--- src/rtl/pc_ctrl.sv ---
// pc_ctrl: fetch sequencing controller for the CPU front end.
// Owns the program counter. Drives the instruction ROM chip enable and
// address, and waits out multi-cycle ROM accesses. Honours back-pressure
// from ID and takes branch/exception redirects without presenting any
// wrong-path instruction.
//
// Ports:
//   clk, rst          clock (rising edge), async active-low reset
//   stall             ID cannot accept the current output instruction
//   brEn, brAddr      branch/jump redirect pulse and its target
//   excEn             exception redirect pulse (target EXC_VECTOR)
//   romReady, romInst ROM handshake level and read data
//   pc, romCe         ROM address and chip enable
//   instValid, inst, instPc  registered instruction to ID and its address
module pc_ctrl #(
  parameter int                   PC_LENGTH  = 32,
  parameter int                   PC_STEP    = 4,
  parameter logic [PC_LENGTH-1:0] RESET_PC   = '0,
  parameter logic [31:0]          EXC_VECTOR = 32'h0000_0180
) (
  input  logic                 clk,
  input  logic                 rst,
  input  logic                 stall,
  input  logic                 brEn,
  input  logic [PC_LENGTH-1:0] brAddr,
  input  logic                 excEn,
  input  logic                 romReady,
  input  logic [31:0]          romInst,
  output logic [PC_LENGTH-1:0] pc,
  output logic                 romCe,
  output logic                 instValid,
  output logic [31:0]          inst,
  output logic [PC_LENGTH-1:0] instPc
);

  localparam logic [PC_LENGTH-1:0] EXC_PC = PC_LENGTH'(EXC_VECTOR);
  localparam logic [PC_LENGTH-1:0] STEP   = PC_LENGTH'(PC_STEP);

  // KILL: a redirect arrived while an access was outstanding; that access
  // must complete (ROM protocol) before the pending target can be issued.
  typedef enum logic [1:0] {IDLE, FETCH, KILL} state_t;

  state_t               state, nstate;
  logic [PC_LENGTH-1:0] pend;
  logic                 redir;
  logic [PC_LENGTH-1:0] tgt;
  logic                 free;

  assign redir = brEn | excEn;
  assign tgt   = excEn ? EXC_PC : brAddr;   // exception has priority
  assign free  = !instValid || !stall;

  // state register
  always_ff @(posedge clk or negedge rst) begin
    if (!rst) state <= IDLE;
    else      state <= nstate;
  end

  // next state
  always_comb begin
    nstate = state;
    case (state)
      IDLE:    nstate = FETCH;
      FETCH:   if (redir && !romReady) nstate = KILL;
      KILL:    if (romReady) nstate = FETCH;
      default: nstate = IDLE;
    endcase
  end

  // outputs decoded from state
  always_comb begin
    romCe = (state != IDLE);
  end

  // pc / pending target / output register
  always_ff @(posedge clk or negedge rst) begin
    if (!rst) begin
      pc        <= RESET_PC;
      pend      <= '0;
      instValid <= 1'b0;
      inst      <= '0;
      instPc    <= '0;
    end else begin
      case (state)
        IDLE: begin
          instValid <= 1'b0;
          if (redir) pc <= tgt;
        end
        FETCH: begin
          if (redir) begin
            instValid <= 1'b0;
            if (romReady) pc   <= tgt;   // current data is wrong-path, drop it
            else          pend <= tgt;
          end else if (romReady && free) begin
            inst      <= romInst;
            instPc    <= pc;
            instValid <= 1'b1;
            pc        <= pc + STEP;
          end else if (instValid && !stall) begin
            // consumed while the ROM is still busy: bubble
            instValid <= 1'b0;
          end
        end
        KILL: begin
          instValid <= 1'b0;
          if (redir) pend <= tgt;
          // a redirect landing on the completion edge is the newest target
          if (romReady) pc <= redir ? tgt : pend;
        end
        default: instValid <= 1'b0;
      endcase
    end
  end

endmodule

--- config.mk ---
export PLATFORM = sky130hd
export DESIGN_NAME = pc_ctrl
export DESIGN_NICKNAME = d
export VERILOG_FILES = /design/src/rtl/pc_ctrl.sv
export SDC_FILE = /design/constraint.sdc
export NUM_CORES = 1
export LEC_CHECK = 0
export CORE_MARGIN = 2
export CORE_UTILIZATION = 45
export CTS_CLUSTER_SIZE = 25
export DETAILED_ROUTE_END_ITERATION = 16
export DONT_BUFFER_PORTS = 1
export PLACE_DENSITY_LB_ADDON = 0.25
export SETUP_SLACK_MARGIN = 0.5
export SLEW_MARGIN = 20
export SYNTH_ARGS = -nofsm -noshare
export SYNTH_HDL_FRONTEND = slang
export SYNTH_SLANG_ARGS = --single-unit
export TNS_END_PERCENT = 5
--- constraint.sdc ---
create_clock -name clk -period 3.2 [get_ports clk]
set_clock_uncertainty 0.15 [all_clocks]
set_input_delay 0.64 -clock clk [delete_from_list [all_inputs] [get_ports clk]]
set_output_delay 0.64 -clock clk [all_outputs]
set_load 0.02 [all_outputs]
==> metrics <==
layer with the highest usage=met2; syn nets=817; Core Footprint=0.0158 mm^2; post-synth top area cell=dfrtp_1; buffers and inverters on the worst path=3; Die H=131 um; vias in the first global route=5697; Gate Count Post-Synth=742; DR WL/cell=21.9 um; Initial Util=a little under half; synthesis-to-layout area growth=12.2%; most frequent cells in the layout=dfrtp_1, nand2_1, o21ai_0; Final period util=83.1%; RD Place Congestion=about 0.85; clk sinks=131; vias=approximately 6100; layout cells sized above 1=a little under a fifth; TritonCTS clock tree=built; Max Cap Viol=0; nets@finish=795; GR Util All Layers=between 20 and 25%; PwrDens=1140 mW/mm^2; reg2reg path depth=7; hpwl dp=14500 um; RSZ-0062 raised after global routing=true; largest cells by area after synthesis=dfrtp_1, mux2_2, o21ai_0, nand2_1, a22oi_1; Tmin final=between 2 and 3 ns; cell area after layout=0.00808 mm^2; met2 usage=~36%; H-tree depth=4; Clock Latency Late Sink=0.43 ns; Ports=168; Seq cells post-synth=131; GRT Residual Overflow=0; clk slew on worst S/H paths=0.06 ns; DR pass1 iterations=8; maximum VDD drop=roughly 0.00048 V; crit path max-delay cell type=a211oi_1; Crit path max-delay family=compound AO/OA/AOI/OAI gates; crit-path max cell delay=0.46 ns; DR DRC count=0; multi-input logic area=0.00363 mm^2; CTS buffer count=17; post-route ant nets=0; Initial DRC Count=~700; CP cell instances=inv_1 -> ha_1 -> buf_6 -> inv_1 -> o21a_1 -> a211oi_1 -> o32ai_1; critical path endpoint category=flop; Reg area=0.00328 mm^2; Rel. slew slack=42.1%; Post-synth EDFFs=0; Seq/Total Area, Yosys=45.5%; Worst R2R Setup Slack=around 0.54 ns; M3 GR Usage=7.08%; Final setup viols=0; Startpoint Class=flop; GRT met1 Usage=33.2%; Yosys cell types=69; row cnt=46; critical setup path kind=reg2reg; Die Wd=131 um; vias per inst=6.46; setup_tns=0 ns; DP Area=0.00738 mm^2; largest net degree at the start of global routing=132; Final Max Tran Viols=0; number of buffers added on ports=0; first-pass GRT wire length=approximately 32000 um; worst path arrival time=2.79 ns; final wirelength=20800 um; final hold slack=-0.240 ns; Fin. Hold Viols=131; Max Freq=~380 MHz; Synth warnings=0; filler cell count=~1400; worst reg2reg endpoint=pc[12]$_DFFE_PN0P_; Yosys top cell area share=around 45%; HP Class=in2async; Total Die Area=0.0170 mm^2; CTS root buf=clkbuf_16; WP data required=3.33 ns; maximum clock insertion buffer count=2; Cell Area, Synth=0.00721 mm^2; launch point of the worst reg-to-reg path=state[1]$_DFFE_PN0P_; failing checks=hold timing; leakage=3.32 nW; Crit path top cell by count=inv_1; Async SR Flop Fraction=100%; status=complete, but fails checks; Post-synth top flop=dfrtp_1; worst-margin pin slew=around 0.87 ns; initial antenna violation count=0; syn_area_per_cell=9.71 um^2; largest fanout on the critical path=38; most common cell after layout, fill and taps aside=dfrtp_1; ant diodes=0
report_power, final:
group / internal [W] / leakage [nW] / total, W / switching (W)
clock: 0.00145 / 0.320 / 0.00220 / 0.000751
combinational: 0.00129 / 1.34 / 0.00312 / 0.00183
sequential: 0.00244 / 1.65 / 0.00391 / 0.00147
synth_stat cells, drive strengths merged, types with 6 or more instances:
library cell,count
a21oi,33
dfrtp,131
a22oi,41
a22o,11
nand2,83
o211ai,6
nor4,8
a31oi,12
nor2b,10
a211oi,6
inv,18
mux2,66
nor2,43
nand3,16
buf,26
o32ai,8
mux2i,12
clkbuf,35
and4,7
nand4,11
o21ai,70
nor3,11
metal layers:
layer  share of wire (%)  vias to the layer above
met5                   0                        -
li1                    -                     2723
met4                 2.5                        0
met1                  44                     3028
met2                  44                      338
met3                 9.5                       45
state kept, by name, summed over array words and instances, names as in the netlist:
signal / count
inst: 32
instPc: 32
instValid: 1
pc: 32
pend: 32
state: 2
per-stage QoR:
| stage | power (W) | cells | utilization [%] | worst slack, ns |
|---|---|---|---|---|
| floorplan | 0.00599 | 742 | - | 0.969 |
| global placement | 0.00682 | 916 | 46.8 | 0.372 |
| detailed placement | 0.00696 | 916 | 46.8 | 0.186 |
| CTS | 0.00918 | 949 | 51.2 | 0.415 |
| global route | 0.00978 | 949 | 51.3 | 0.464 |
| finish | 0.00923 | 949 | 51.3 | 0.540 |
cell type report:
class                   count  share of cell area [%]
flip-flops and latches    131                    40.6
well taps                 216                    3.34
clock inverters            11                    2.43
clock buffers              21                    5.82
repair buffers             20                    2.06
inverters                  18                   0.836
multi-input cells         532                    45.0
cells by family after synthesis:
logic type               after synthesis  share of synthesized area (%)
AND/OR/NAND/NOR                      212                           14.8
AO/OA/AOI/OAI                        233                           21.7
multiplexers                          78                           12.0
adder cells (fa/ha/maj)                5                          0.868
XOR/XNOR                               4                          0.486
buffers and inverters                 79                           4.67
flip-flops                           131                           45.5
what timing repair did:
item | 4_1_cts | 5_1_grt
hold endpoints to repair | 131 | 131
gates cloned | 0 | 0
buffers inserted | 1 | 0
resized for setup | 2 | 5
endpoints found under the setup margin | 102 | 113
worst max-delay path by stage:
stage                            to  cells after the start                  from
2_1_floorplan    pc[30]$_DFFE_PN0P_                      6                  brEn
3_3_place_gp    pend[2]$_DFFE_PN0P_                      6  state[1]$_DFFE_PN0P_
3_5_place_dp   pend[26]$_DFFE_PN0P_                      6  state[1]$_DFFE_PN0P_
4_1_cts          pc[22]$_DFFE_PN0P_                      8  state[0]$_DFFE_PN0P_
5_1_grt          pc[19]$_DFFE_PN0P_                      8  state[1]$_DFFE_PN0P_
6_report         pc[12]$_DFFE_PN0P_                      7  state[1]$_DFFE_PN0P_
Power figures use the tool's default switching activity.
